### src/rtl/ee194_radio_core_if.sv
`timescale 1ns/1ps
// JTAG pin bundle for ee194_radio_core; the pins are oversampled in the core clock domain.
interface ee194_radio_core_if;
  logic TCK;
  logic TMS;
  logic TDI;
  logic TRSTn;
  logic TDO;

  modport master (output TCK, TMS, TDI, TRSTn, input TDO);
  modport slave  (input TCK, TMS, TDI, TRSTn, output TDO);
endinterface

### src/rtl/ee194_radio_core.sv
`timescale 1ns/1ps
// EE194 radio digital top: oversampled JTAG TAP (IDCODE/CTRL/STATUS/BYPASS), 8N1 UART transmitter,
// and a 3-bit GFSK symbol modulator with a combinational bypass path; all in the system clock domain.
module ee194_radio_core #(
  parameter logic [31:0] IDCODE   = 32'h1E19_4001,
  parameter int          UART_DIV = 87,
  parameter int          SYM_DIV  = 10
) (
  input  logic               clock,
  input  logic               reset,
  ee194_radio_core_if.slave  io_jtag,
  output logic               io_uart_txd,
  input  logic               io_uart_rxd,
  input  logic [4:0]         io_isig,
  input  logic [4:0]         io_qsig,
  output logic [2:0]         io_gfskout,
  input  logic               io_modulator_bypass_force,
  input  logic               io_alternate_modulation_in
);

  localparam logic [4:0] IR_IDCODE = 5'h01;
  localparam logic [4:0] IR_CTRL   = 5'h10;
  localparam logic [4:0] IR_STATUS = 5'h11;
  localparam int         UCW       = $clog2(UART_DIV);
  localparam int         MCW       = $clog2(SYM_DIV);

  typedef enum logic [3:0] {
    S_TLR, S_RTI, S_SEL_DR, S_CAP_DR, S_SH_DR, S_EX1_DR, S_PAU_DR, S_EX2_DR, S_UPD_DR,
    S_SEL_IR, S_CAP_IR, S_SH_IR, S_EX1_IR, S_PAU_IR, S_EX2_IR, S_UPD_IR
  } tap_state_t;

  logic [2:0]  r_tck_s;
  logic [1:0]  r_tms_s, r_tdi_s, r_trst_s, r_rxd_s;
  tap_state_t  r_state;
  logic [4:0]  r_ir, r_ir_sr;
  logic [31:0] r_dr_sr, r_ctrl;
  logic        r_tdo, r_upd_dr;

  logic            r_uart_busy, r_txd;
  logic [UCW-1:0]  r_uart_cnt;
  logic [3:0]      r_uart_bits;
  logic [8:0]      r_uart_sr;

  logic            r_mod_busy;
  logic [MCW-1:0]  r_mod_cnt;
  logic [4:0]      r_mod_slot;
  logic [16:0]     r_mod_sr;
  logic [2:0]      r_h;

  logic        w_tck_rise, w_tck_fall, w_tms, w_tdi, w_trst, w_dr_len32;
  logic        w_upd_ctrl, w_tx_start, w_mod_start;
  logic [31:0] w_status, w_capture;
  logic [2:0]  w_gfsk;

  always_ff @(posedge clock or negedge reset) begin
    if (!reset) begin
      r_tck_s  <= '0;
      r_tms_s  <= '0;
      r_tdi_s  <= '0;
      r_trst_s <= '0;
      r_rxd_s  <= 2'b11;
    end else begin
      r_tck_s  <= {r_tck_s[1:0], io_jtag.TCK};
      r_tms_s  <= {r_tms_s[0], io_jtag.TMS};
      r_tdi_s  <= {r_tdi_s[0], io_jtag.TDI};
      r_trst_s <= {r_trst_s[0], io_jtag.TRSTn};
      r_rxd_s  <= {r_rxd_s[0], io_uart_rxd};
    end
  end

  assign w_tck_rise = r_tck_s[1] & ~r_tck_s[2];
  assign w_tck_fall = ~r_tck_s[1] & r_tck_s[2];
  assign w_tms      = r_tms_s[1];
  assign w_tdi      = r_tdi_s[1];
  assign w_trst     = ~r_trst_s[1];
  assign w_dr_len32 = (r_ir == IR_IDCODE) || (r_ir == IR_CTRL) || (r_ir == IR_STATUS);
  assign w_status   = {19'b0, r_rxd_s[1], r_mod_busy, r_uart_busy, io_qsig, io_isig};

  always_comb begin
    w_capture = 32'h0;
    case (r_ir)
      IR_IDCODE: w_capture = IDCODE;
      IR_CTRL:   w_capture = r_ctrl;
      IR_STATUS: w_capture = w_status;
      default:   w_capture = 32'h0;
    endcase
  end

  // Update-DR side effects fire one clock after the TAP enters Update-DR.
  assign w_upd_ctrl  = r_upd_dr && (r_ir == IR_CTRL);
  assign w_tx_start  = w_upd_ctrl && r_dr_sr[8] && !r_uart_busy;
  assign w_mod_start = w_upd_ctrl && r_dr_sr[9] && !r_mod_busy;

  always_ff @(posedge clock or negedge reset) begin
    if (!reset) begin
      r_state  <= S_TLR;
      r_ir     <= IR_IDCODE;
      r_ir_sr  <= '0;
      r_dr_sr  <= '0;
      r_tdo    <= 1'b0;
      r_upd_dr <= 1'b0;
      r_ctrl   <= '0;
    end else begin
      r_upd_dr <= 1'b0;
      if (w_upd_ctrl) r_ctrl <= {r_dr_sr[31:10], 2'b00, r_dr_sr[7:0]};
      if (w_trst) begin
        r_state <= S_TLR;
        r_ir    <= IR_IDCODE;
      end else begin
        if (r_state == S_TLR) r_ir <= IR_IDCODE;
        if (w_tck_fall) begin
          r_tdo <= (r_state == S_SH_DR) ? r_dr_sr[0] :
                   (r_state == S_SH_IR) ? r_ir_sr[0] : 1'b0;
        end
        if (w_tck_rise) begin
          case (r_state)
            S_TLR:    r_state <= w_tms ? S_TLR : S_RTI;
            S_RTI:    r_state <= w_tms ? S_SEL_DR : S_RTI;
            S_SEL_DR: r_state <= w_tms ? S_SEL_IR : S_CAP_DR;
            S_CAP_DR: begin
              r_dr_sr <= w_capture;
              r_state <= w_tms ? S_EX1_DR : S_SH_DR;
            end
            S_SH_DR: begin
              r_dr_sr <= w_dr_len32 ? {w_tdi, r_dr_sr[31:1]} : {31'b0, w_tdi};
              r_state <= w_tms ? S_EX1_DR : S_SH_DR;
            end
            S_EX1_DR: begin
              r_upd_dr <= w_tms;
              r_state  <= w_tms ? S_UPD_DR : S_PAU_DR;
            end
            S_PAU_DR: r_state <= w_tms ? S_EX2_DR : S_PAU_DR;
            S_EX2_DR: begin
              r_upd_dr <= w_tms;
              r_state  <= w_tms ? S_UPD_DR : S_SH_DR;
            end
            S_UPD_DR: r_state <= w_tms ? S_SEL_DR : S_RTI;
            S_SEL_IR: r_state <= w_tms ? S_TLR : S_CAP_IR;
            S_CAP_IR: begin
              r_ir_sr <= 5'b00001;
              r_state <= w_tms ? S_EX1_IR : S_SH_IR;
            end
            S_SH_IR: begin
              r_ir_sr <= {w_tdi, r_ir_sr[4:1]};
              r_state <= w_tms ? S_EX1_IR : S_SH_IR;
            end
            S_EX1_IR: begin
              if (w_tms) r_ir <= r_ir_sr;
              r_state <= w_tms ? S_UPD_IR : S_PAU_IR;
            end
            S_PAU_IR: r_state <= w_tms ? S_EX2_IR : S_PAU_IR;
            S_EX2_IR: begin
              if (w_tms) r_ir <= r_ir_sr;
              r_state <= w_tms ? S_UPD_IR : S_SH_IR;
            end
            S_UPD_IR: r_state <= w_tms ? S_SEL_DR : S_RTI;
            default:  r_state <= S_TLR;
          endcase
        end
      end
    end
  end

  always_ff @(posedge clock or negedge reset) begin
    if (!reset) begin
      r_uart_busy <= 1'b0;
      r_txd       <= 1'b1;
      r_uart_cnt  <= '0;
      r_uart_bits <= '0;
      r_uart_sr   <= '1;
    end else if (w_tx_start) begin
      r_uart_busy <= 1'b1;
      r_txd       <= 1'b0;
      r_uart_cnt  <= '0;
      r_uart_bits <= '0;
      r_uart_sr   <= {1'b1, r_dr_sr[7:0]};
    end else if (r_uart_busy) begin
      if (r_uart_cnt == UCW'(UART_DIV - 1)) begin
        r_uart_cnt <= '0;
        if (r_uart_bits == 4'd9) begin
          r_uart_busy <= 1'b0;
          r_txd       <= 1'b1;
        end else begin
          r_txd       <= r_uart_sr[0];
          r_uart_sr   <= {1'b1, r_uart_sr[8:1]};
          r_uart_bits <= r_uart_bits + 1'b1;
        end
      end else begin
        r_uart_cnt <= r_uart_cnt + 1'b1;
      end
    end
  end

  // Payload bit 0 enters the history on the start clock; the rest plus two flush zeros follow.
  always_ff @(posedge clock or negedge reset) begin
    if (!reset) begin
      r_mod_busy <= 1'b0;
      r_mod_cnt  <= '0;
      r_mod_slot <= '0;
      r_mod_sr   <= '0;
      r_h        <= '0;
    end else if (w_mod_start) begin
      r_mod_busy <= 1'b1;
      r_mod_cnt  <= '0;
      r_mod_slot <= 5'd1;
      r_mod_sr   <= {2'b00, r_dr_sr[31:17]};
      r_h        <= {2'b00, r_dr_sr[16]};
    end else if (r_mod_busy) begin
      if (r_mod_cnt == MCW'(SYM_DIV - 1)) begin
        r_mod_cnt <= '0;
        if (r_mod_slot == 5'd18) begin
          r_mod_busy <= 1'b0;
          r_h        <= '0;
        end else begin
          r_h        <= {r_h[1:0], r_mod_sr[0]};
          r_mod_sr   <= {1'b0, r_mod_sr[16:1]};
          r_mod_slot <= r_mod_slot + 1'b1;
        end
      end else begin
        r_mod_cnt <= r_mod_cnt + 1'b1;
      end
    end
  end

  assign w_gfsk = (r_h[2] ? 3'd2 : 3'd0) + (r_h[1] ? 3'd3 : 3'd0) + (r_h[0] ? 3'd2 : 3'd0);

  assign io_gfskout  = (r_ctrl[10] || io_modulator_bypass_force) ?
                       {3{io_alternate_modulation_in}} : w_gfsk;
  assign io_uart_txd = r_txd;
  assign io_jtag.TDO = r_tdo;

endmodule

### src/flat_wrapper.sv
// flat-port wrapper written by rule: the top's interface ports become plain ports
module ee194_radio_core_flat 
#(
  parameter logic [31:0] IDCODE   = 32'h1E19_4001,
  parameter int          UART_DIV = 87,
  parameter int          SYM_DIV  = 10
)
  (clock, reset, io_uart_txd, io_uart_rxd, io_isig, io_qsig, io_gfskout, io_modulator_bypass_force, io_alternate_modulation_in, io_jtag_TCK, io_jtag_TMS, io_jtag_TDI, io_jtag_TRSTn, io_jtag_TDO);
  ee194_radio_core_if io_jtag_i ();
  input  logic clock;
  input  logic reset;
  output logic io_uart_txd;
  input  logic io_uart_rxd;
  input  logic [4:0] io_isig;
  input  logic [4:0] io_qsig;
  output logic [2:0] io_gfskout;
  input  logic io_modulator_bypass_force;
  input  logic io_alternate_modulation_in;
  input wire logic [$bits(io_jtag_i.TCK)-1:0] io_jtag_TCK;
  input wire logic [$bits(io_jtag_i.TMS)-1:0] io_jtag_TMS;
  input wire logic [$bits(io_jtag_i.TDI)-1:0] io_jtag_TDI;
  input wire logic [$bits(io_jtag_i.TRSTn)-1:0] io_jtag_TRSTn;
  output wire logic [$bits(io_jtag_i.TDO)-1:0] io_jtag_TDO;
  assign io_jtag_i.TCK = io_jtag_TCK;
  assign io_jtag_i.TMS = io_jtag_TMS;
  assign io_jtag_i.TDI = io_jtag_TDI;
  assign io_jtag_i.TRSTn = io_jtag_TRSTn;
  assign io_jtag_TDO = io_jtag_i.TDO;
  ee194_radio_core #(.IDCODE(IDCODE), .UART_DIV(UART_DIV), .SYM_DIV(SYM_DIV)) u_core (.clock(clock), .reset(reset), .io_jtag(io_jtag_i), .io_uart_txd(io_uart_txd), .io_uart_rxd(io_uart_rxd), .io_isig(io_isig), .io_qsig(io_qsig), .io_gfskout(io_gfskout), .io_modulator_bypass_force(io_modulator_bypass_force), .io_alternate_modulation_in(io_alternate_modulation_in));
endmodule
### config.mk
export PLATFORM = sky130hd
export DESIGN_NAME = ee194_radio_core_flat
export DESIGN_NICKNAME = d
export VERILOG_FILES = /design/src/rtl/ee194_radio_core_if.sv /design/src/rtl/ee194_radio_core.sv /design/src/flat_wrapper.sv
export SDC_FILE = /design/constraint.sdc
export NUM_CORES = 1
export LEC_CHECK = 0
export ABC_AREA = 1
export CORE_MARGIN = 2
export CORE_UTILIZATION = 60
export CTS_BUF_LIST = sky130_fd_sc_hd__clkbuf_8
export CTS_CLUSTER_DIAMETER = 150
export DETAILED_ROUTE_END_ITERATION = 10
export PLACE_DENSITY_LB_ADDON = 0.25
export RECOVER_POWER = 50
export SLEW_MARGIN = 0
export SYNTH_ARGS = -nofsm -noshare
export SYNTH_HDL_FRONTEND = slang
export SYNTH_SLANG_ARGS = --single-unit
### constraint.sdc
create_clock -name clock -period 2 [get_ports clock]
set_clock_uncertainty 0.05 [all_clocks]
set_input_delay 0.5 -clock clock [delete_from_list [all_inputs] [get_ports clock]]
set_output_delay 0.5 -clock clock [all_outputs]
set_load 0.01 [all_outputs]
Word-level counts from Yosys, hierarchy flattened. Index checks and enable logic that the tools add are counted. Widths: inputs -> output; s select.

Flip-flop bits (word level): 141. Bits of input ports: 19. Logic and storage cells: 157.

Add/sub/neg operators: 6. Eq/ne operators: 25. Muxes and demuxes: 71. Bitwise gates (word level): 4. Reduce and logical (&&, ||, !) cells: 29.

Operator list (number): $pmux 32 s3 (1); $mux 17 (4); $pmux 32 s2 (1); $mux 4 (13); $pmux 4 s12 (1); $mux 5 (9); $eq 4x4->1 const B (10); $mux 9 (4); $mux 32 (1); $mux 3 (7); $mux 7 (3); $mux 1 (20); $eq 4x3->1 const B (4); $eq 5x5->1 const B (3); $mux 2 (6); $reduce_and 3->1 (4); $reduce_bool 2->1 (6); $pmux 5 s2 (1); $add 4x1->4 const B (2); $eq 4x2->1 const B (2); $reduce_or 2->1 (4); $add 7x1->7 const B (1); $eq 7x7->1 const B (1); $add 3x3->3 (2); other kinds (13) (25).

Depth between registers and ports, before layout. Gate-level depths: netlist (run 1).

Depth in word-level cells: 6. Mapped depth: 12. Depth with buffers taken out: 11.

Worst setup path after synthesis (run 1). No wires, ideal clock.

Kind: flip-flop to output port. Start: reg u_core.r_h[0]. End: out io_gfskout[1]. Data arrival time: 1234 ps. Data required time: 1450 ps. Setup slack: 216 ps. Cell stages (with the launch flop): 4. Cells stage by stage: dfrtp_1 fa_1 inv_1 o21ai_0.

Cells in the longest elaborated chain, start to end: 3.

RTL lines: from (decl) (RTL line ee194_radio_core.sv:48) `logic [2:0] r_h;`; from (signal assigned) (RTL line ee194_radio_core.sv:207) `r_h <= {2'b00, r_dr_sr[16]};`; from (signal assigned) (RTL line ee194_radio_core.sv:215) `r_h <= {r_h[1:0], r_mod_sr[0]};`; $mux 2 (RTL line ee194_radio_core.sv:225) `assign w_gfsk = (r_h[2] ? 3'd2 : 3'd0) + (r_h[1] ? 3'd3 : 3'd0) + (r_h[0] ? 3'd2 : 3'd0);`; $add 3x3->3 (RTL line ee194_radio_core.sv:225); $mux 3 (RTL line ee194_radio_core.sv:227) `assign io_gfskout = (r_ctrl[10] || io_modulator_bypass_force) ?`; to (decl) (RTL line flat_wrapper.sv:16) `output logic [2:0] io_gfskout;`.

Every way passes these cells.

Final worst setup path (run 1).
Start: reg u_core.r_h[1]. End: out io_gfskout[1].

Cells in the longest elaborated chain, start to end: 4.

RTL lines (RTL line): $mux 2 (ee194_radio_core.sv:225); $add 3x3->3 (2 in a row) (ee194_radio_core.sv:225); $mux 3 (ee194_radio_core.sv:227).

Every way passes these cells.

==> flow_metrics.py, run 1 <==
metrics = {
    "route": {
        "drtIter0Drc": 466,
        "via_per_inst": 5.59,
        "drc": 0,
        "drt-total-wl_um": 15000,
        "routedWlPerCell_um": 14.5,
        "postRouteAntennaNets": 0,
        "vias": 5810,
        "first_pass_iters": 5,
    },
    "clock_tree": {
        "tritoncts": "done",
        "cts_root_buf": "clkbuf_8",
        "cts_sinks": 138,
        "cts_buffers": 17,
        "clockBufferDepth": 2,
        "htreeDepth": 4,
        "path_clk_slew_ps": 70,
        "clk_latency_ps": 450,
    },
    "sta": {
        "fmax_ghz": 0.449,
        "drv_slew": 0,
        "rsz0062_at_grt": "yes",
        "fin_hold_ws_ps": 299,
        "slew_headroom_pct": 21.5,
        "finalCritPeriodShare_pct": 111,
        "fin_crit_ps": 2230,
        "setup_viol": 2,
        "layout_setup_ws_ps": -227,
        "hold_viol": 0,
        "fin_tns_setup_ps": -332,
        "tightest_slew_ps": 1180,
    },
    "power": {
        "pwr-share-comb_pct": 2.7,
        "power_frac_clock_pct": 43.3,
        "power_switching_share_pct": 21.6,
        "peakVddDrop_mv": 0.542,
        "p_leak_nw": 3.90,
        "p_sw_mw": 1.13,
        "intPower_mw": 4.10,
        "cellPowerDensity_mw_per_mm2": 671,
        "seqPwrFrac_pct": 53.9,
    },
    "logic_synthesis": {
        "synth_warnings": 0,
        "netlist_area_mm2": 0.00688,
        "async_flop_share_pct": 100,
        "synth-edff-count": 0,
        "synthMostInstantiatedCell": "nand2_1",
        "syn_nets": 874,
        "synth.area.top_cells": "dfrtp_1, nand2_1, nand3_1",
        "syn_inst": 846,
        "synth_top_area_share_pct": 45.8,
        "synth_seq_cells": 138,
        "yosysTopAreaCell": "dfrtp_1",
        "synth_ff_type": "dfrtp_1",
        "synth.avg_cell_area_um2": 8.13,
        "synth_seq_area_share_pct": 50.4,
        "ys_types": 35,
        "ys_top_cells_by_count": "nand2_1, dfrtp_1, nand3_1",
    },
    "setup_path": {
        "cp_max_fo": 2,
        "reg2reg_depth": 11,
        "cp-end-kind": "output pin",
        "crit_slowest_cell": "fa_1",
        "crit_type": "reg -> out",
        "cp_data_required_time_ps": 1450,
        "rrSetupSlack_ps": 150,
        "worstSetupStartpointType": "flip-flop",
        "worstPathCellList": "fa_1 -> inv_2 -> o21ai_2 -> buf_2",
        "max_stage_delay_ps": 560,
        "r2r_end": "u_core.r_mod_slot[1]$_DFFE_PN0P_",
        "r2r_start": "u_core.r_mod_cnt[1]$_DFFE_PN0P_",
        "arrival_ps": 1680,
    },
    "global_route": {
        "grt_overflow": 0,
        "grt_antenna_before_repair": 0,
        "grt_pass1_vias": 5715,
        "grt_pass1_wl_um": 26000,
        "grt_use_total_pct": 25.9,
        "grt_max_degree": 46,
    },
    "outcome": {
        "outcome": "complete, but fails checks",
        "failed_checks": "negative setup slack",
    },
    "cells_and_area": {
        "layout-drive-gt1-share_pct": 12.8,
        "stdcell_area_mm2": 0.00779,
        "nets": 912,
        "antenna_cells": 0,
        "register_area_mm2": 0.00347,
        "multi_input_area_mm2": 0.00294,
        "finalNonFillerCells": 1040,
        "area_growth_pct": 13.3,
        "fin_util_pct": 68.8,
        "fill_cells": 890,
    },
    "place": {
        "placed_cells": 1003,
        "portBuffers": 23,
        "place_congestion": 0.843,
        "dp_hpwl_um": 10400,
        "post_dp_cell_area_mm2": 0.00736,
    },
    "worst_hold_path": {
        "hold_path_depth": 0,
        "worstHoldPathType": "reg -> reg",
        "min_to": "u_core.r_tck_s[1]$_DFF_PN0_",
        "holdCritStartpoint": "u_core.r_tck_s[0]$_DFF_PN0_",
    },
    "die": {
        "die_w_um": 111,
        "die_h_um": 111,
        "dieArea_mm2": 0.0123,
        "coreArea_mm2": 0.0113,
        "rows": 39,
        "ios": 24,
        "start_util_pct": 60.8,
    },
    "job": {
        "max_cap_viol_count": 0,
    },
}
==> registers in the layout, indices dropped and copies added, names as in the netlist, 2 cells and up <==
name / flops
u_core.r_dr_sr: 32
u_core.r_ctrl: 30
u_core.r_mod_sr: 15
u_core.r_uart_sr: 8
u_core.r_uart_cnt: 7
u_core.r_ir: 5
u_core.r_ir_sr: 5
u_core.r_mod_slot: 5
u_core.r_mod_cnt: 4
u_core.r_state: 4
u_core.r_uart_bits: 4
u_core.r_h: 3
u_core.r_tck_s: 3
u_core.r_rxd_s: 2
u_core.r_tdi_s: 2
u_core.r_tms_s: 2
u_core.r_trst_s: 2
==> power groups by stage <==
stage,sequential [mW],clock [mW],combinational [mW]
finish,2.82,2.27,0.144
global route,2.82,2.44,0.165
CTS,2.82,2.29,0.157
detailed placement,2.87,0,0.155
global placement,2.87,0,0.153
floorplan,2.87,0,0.0322
==> how the worst max path moves through the flow <==
| stage | startpoint | end | slack, ps | cells after the start |
|---|---|---|---|---|
| 5_1_grt | u_core.r_h[1]$_DFFE_PN0P_ | io_gfskout[1] | -310 | 4 |
| 4_1_cts | u_core.r_h[0]$_DFFE_PN0P_ | io_gfskout[1] | -270 | 4 |
| 3_5_place_dp | io_modulator_bypass_force | io_gfskout[1] | -510 | 4 |
| 3_3_place_gp | io_modulator_bypass_force | io_gfskout[1] | -460 | 4 |
| 2_1_floorplan | u_core.r_h[0]$_DFFE_PN0P_ | io_gfskout[1] | 220 | 3 |
| 6_report | u_core.r_h[1]$_DFFE_PN0P_ | io_gfskout[1] | -230 | 4 |
==> routing by layer <==
metal  GRT usage (%)  share of wire [%]  vias to the layer above
li1                -                  -                     2826
met1            32.8                 44                     2777
met2            43.4                 49                      177
met3            6.45                4.7                       30
met4            9.63                1.9                        0
met5               0                  0                        -
==> through the flow <==
step	worst slack (ps)	power, mW
after global placement	-459	3.03
after CTS	-272	5.27
after floorplan	216	2.90
final	-227	5.23
after detailed placement	-507	3.03
after global routing	-315	5.42
==> logic make-up after synthesis <==
group	count (synthesis)	share of synthesized area, %
AND/OR/NAND/NOR	450	28.9
AO/OA/AOI/OAI	129	10.3
adder cells (fa/ha/maj)	9	1.75
flip-flops	138	50.4
buffers and inverters	108	7.09
XOR/XNOR	12	1.53
==> placed cells by master, fill, tap and decap left out, types with 2 or more instances in the layout <==
| cell type | count |
|---|---|
| nand2_1 | 256 |
| dfrtp_1 | 126 |
| buf_6 | 3 |
| clkbuf_8 | 25 |
| a31oi_1 | 13 |
| clkinvlp_4 | 3 |
| buf_12 | 4 |
| o21ai_1 | 7 |
| xnor2_1 | 4 |
| nand2_4 | 3 |
| ha_1 | 8 |
| nor2_1 | 69 |
| inv_2 | 2 |
| nand3b_1 | 3 |
| o21ai_0 | 57 |
| clkinv_2 | 2 |
| nand3_2 | 8 |
| nor3_1 | 2 |
| dfstp_2 | 12 |
| o22ai_1 | 6 |
| nand4_1 | 16 |
| buf_4 | 25 |
| inv_1 | 67 |
| buf_2 | 3 |
| o211ai_1 | 14 |
| o21ai_2 | 4 |
| nand2_2 | 6 |
| clkdlybuf4s50_1 | 12 |
| a21oi_1 | 28 |
| nand3_1 | 76 |
| xor2_1 | 8 |
| dlygate4sd3_1 | 6 |
| nor2_2 | 4 |
| nor2_4 | 5 |
==> area by class of cell <==
class                           count  area share [%]
Multi-Input combinational cell    600            37.7
Timing Repair Buffer               57            6.81
Tap cell                          143            2.30
Clock inverter                      7           0.803
Sequential cell                   138            44.5
Clock buffer                       25            4.41
Inverter                           70            3.45
==> worst max-delay path: cells and delay by family, from the launching register on <==
family	cells	cell delay, ps
adder cells (fa/ha/maj)	1	560
flip-flops	1	400
buffers and inverters	2	180
AO/OA/AOI/OAI	1	90
==> repair_timing <==
item	CTS	global route
buffers inserted	0	4
gates resized for setup	15	9
endpoints found under the hold margin	41	0
pin swaps	1	5
hold buffers	1	0
setup endpoints to repair	4	22
Power figures use the tool's default switching activity.
==> run 2: changes to the inputs <==
Settings changed: CORE_UTILIZATION 60 to 45, GPL_ROUTABILITY_DRIVEN from default to 0.
==> run 2 against run 1 <==
Against the previous run: the flow still finishes with violations (negative setup slack); sequential share of layout area is 0.35 points lower; routed wire length is 2.5% lower; non-clock buffer count is the same; flip-flop and latch count unchanged; critical path depth is the same; clock power is 14% higher; largest power group unchanged; hold slack is essentially flat; fmax is 0.53% higher; via count shrank 4.9%; combinational power is 3% lower.
==> flow_metrics.py, run 2 (synthesized netlist as in run 1, its figures left out) <==
metrics = {
    "cells_and_area": {
        "fin_util_pct": 52.1,
        "antenna_cells": 0,
        "finalNonFillerCells": 1085,
        "layout-drive-gt1-share_pct": 12.5,
        "fill_cells": 1459,
        "nets": 912,
        "multi_input_area_mm2": 0.00293,
        "largest_register_ffs": 32,
        "final_cell_mix": "nand2_1, dfrtp_1, nand3_1",
        "register_area_mm2": 0.00347,
        "area_growth_pct": 14.2,
        "top_regs": "u_core.r_dr_sr: 32 flops, u_core.r_ctrl: 30 flops, u_core.r_mod_sr: 15 flops",
        "layout_commonest_cell": "nand2_1",
        "largest_register": "u_core.r_dr_sr",
    },
    "route": {
        "drtIter0Drc": 382,
        "drt-total-wl_um": 14700,
        "postRouteAntennaNets": 0,
        "first_pass_iters": 5,
        "drc": 0,
        "via_per_inst": 5.09,
        "routedWlPerCell_um": 13.5,
        "vias": 5526,
    },
    "power": {
        "power_frac_clock_pct": 46.7,
        "pwr-share-comb_pct": 2.5,
        "power_switching_share_pct": 20.6,
        "cellPowerDensity_mw_per_mm2": 706,
        "p_sw_mw": 1.14,
        "p_leak_nw": 3.91,
        "seqPwrFrac_pct": 50.8,
        "intPower_mw": 4.40,
        "peakVddDrop_mv": 0.753,
    },
    "global_route": {
        "grt_use_total_pct": 19.5,
        "grt_pass1_vias": 5222,
        "top_usage_layer": "met2",
        "grt_max_degree": 44,
        "grt_use_met2_pct": 30.9,
        "grt_pass1_wl_um": 25400,
        "grt_overflow": 0,
        "grt_antenna_before_repair": 0,
        "gr-usage-met1_pct": 26.6,
        "grtUsageMet3_pct": 4.77,
    },
    "clock_tree": {
        "htreeDepth": 4,
        "path_clk_slew_ps": 70,
        "clk_latency_ps": 460,
        "cts_sinks": 138,
        "tritoncts": "done",
        "cts_buffers": 17,
        "cts_root_buf": "clkbuf_8",
        "clockBufferDepth": 2,
    },
    "die": {
        "dieArea_mm2": 0.0163,
        "coreArea_mm2": 0.0151,
        "ios": 24,
        "die_h_um": 128,
        "die_w_um": 128,
        "start_util_pct": 45.6,
        "rows": 45,
    },
    "setup_path": {
        "r2r_end": "u_core.r_mod_sr[12]$_DFFE_PN0P_",
        "max_stage_delay_ps": 540,
        "cp_max_fo": 2,
        "reg2reg_depth": 7,
        "cp.depth": 4,
        "cp.buffers_inverters": 2,
        "cp-startpoint": "u_core.r_h[0]$_DFFE_PN0P_",
        "cp_data_required_time_ps": 1450,
        "endpoint": "io_gfskout[1]",
        "rrSetupSlack_ps": 160,
        "cp-end-kind": "output pin",
        "critPathTopFamily": "adder cells",
        "r2r_start": "u_core.r_ir[3]$_DFF_PN0_",
        "crit_type": "reg -> out",
        "arrival_ps": 1670,
        "crit_slowest_cell": "fa_1",
        "worstPathCellList": "fa_1 -> inv_1 -> o21ai_1 -> buf_2",
        "worstSetupStartpointType": "flip-flop",
    },
    "sta": {
        "slew_headroom_pct": 54.2,
        "setup_viol": 2,
        "tightest_slew_ps": 687,
        "drv_slew": 0,
        "fmax_ghz": 0.451,
        "layout_setup_ws_ps": -216,
        "rsz0062_at_grt": "yes",
        "hold_viol": 0,
        "fin_crit_ps": 2220,
        "finalCritPeriodShare_pct": 111,
        "fin_hold_ws_ps": 299,
        "fin_tns_setup_ps": -398,
    },
    "place": {
        "portBuffers": 23,
        "dp_slack_ps": -456,
        "dp_hpwl_um": 10200,
        "placed_cells": 1052,
    },
    "job": {
        "max_cap_viol_count": 0,
    },
    "worst_hold_path": {
        "hold_path_depth": 0,
        "worstHoldPathType": "reg -> reg",
    },
    "outcome": {
        "failed_checks": "negative setup slack",
        "outcome": "complete, but fails checks",
    },
}
run 2: cell types whose count changed in the layout (fill, tap and decap cells not counted), sizes merged:
cell and delta:
buf -4, bufinv +3, clkinvlp -2, clkbuf +1, clkdlybuf4s15 +1, clkinv +1
run 2: cell type report:
| class | count | area share (%) |
|---|---|---|
| clock inverter | 9 | 1.82 |
| clock buffer | 23 | 4.03 |
| inverter | 70 | 3.42 |
| timing repair buffer | 57 | 6.31 |
| multi-input combinational | 600 | 37.3 |
| sequential | 138 | 44.2 |
| tap | 188 | 2.99 |
run 2: how the worst min path moves through the flow:
stage / start / to
2_1_floorplan: reset / u_core.io_jtag.TDO$_DFFE_PN0P_
3_3_place_gp: u_core.r_trst_s[0]$_DFF_PN0_ / u_core.r_trst_s[1]$_DFF_PN0_
3_5_place_dp: u_core.r_tms_s[0]$_DFF_PN0_ / u_core.r_tms_s[1]$_DFF_PN0_
4_1_cts: u_core.r_tms_s[0]$_DFF_PN0_ / u_core.r_tms_s[1]$_DFF_PN0_
5_1_grt: u_core.r_trst_s[0]$_DFF_PN0_ / u_core.r_trst_s[1]$_DFF_PN0_
6_report: u_core.r_trst_s[0]$_DFF_PN0_ / u_core.r_trst_s[1]$_DFF_PN0_
run 2: power by group through the flow:
stage	clock, mW	sequential [mW]	combinational, mW
finish	2.59	2.82	0.139
global placement	0	2.87	0.156
floorplan	0	2.87	0.0322
global route	2.78	2.82	0.160
detailed placement	0	2.87	0.157
CTS	2.65	2.82	0.158
run 2: per-layer routing:
| metal | share of wire (%) | up-vias | wire length (um) |
|---|---|---|---|
| li1 | - | 2827 | - |
| met2 | 47 | 64 | 6820 |
| met4 | 1.4 | 0 | 206 |
| met5 | 0 | - | 0 |
| met1 | 49 | 2618 | 7160 |
| met3 | 3.2 | 17 | 476 |
run 2: repair_timing:
| action | CTS | global route |
|---|---|---|
| endpoints found under the setup margin | 4 | 19 |
| pin swaps | 2 | 3 |
| buffers inserted | 0 | 0 |
| gates resized for setup | 15 | 3 |
| hold buffers | 1 | 0 |
| endpoints found under the hold margin | 24 | 0 |
run 2: stage by stage:
step | power [mW] | area, um^2
2_1_floorplan | 2.90 | 6880
3_3_place_gp | 3.03 | 7420
3_5_place_dp | 3.03 | 7420
4_1_cts | 5.62 | 7890
5_1_grt | 5.76 | 7860
6_report | 5.55 | 7860
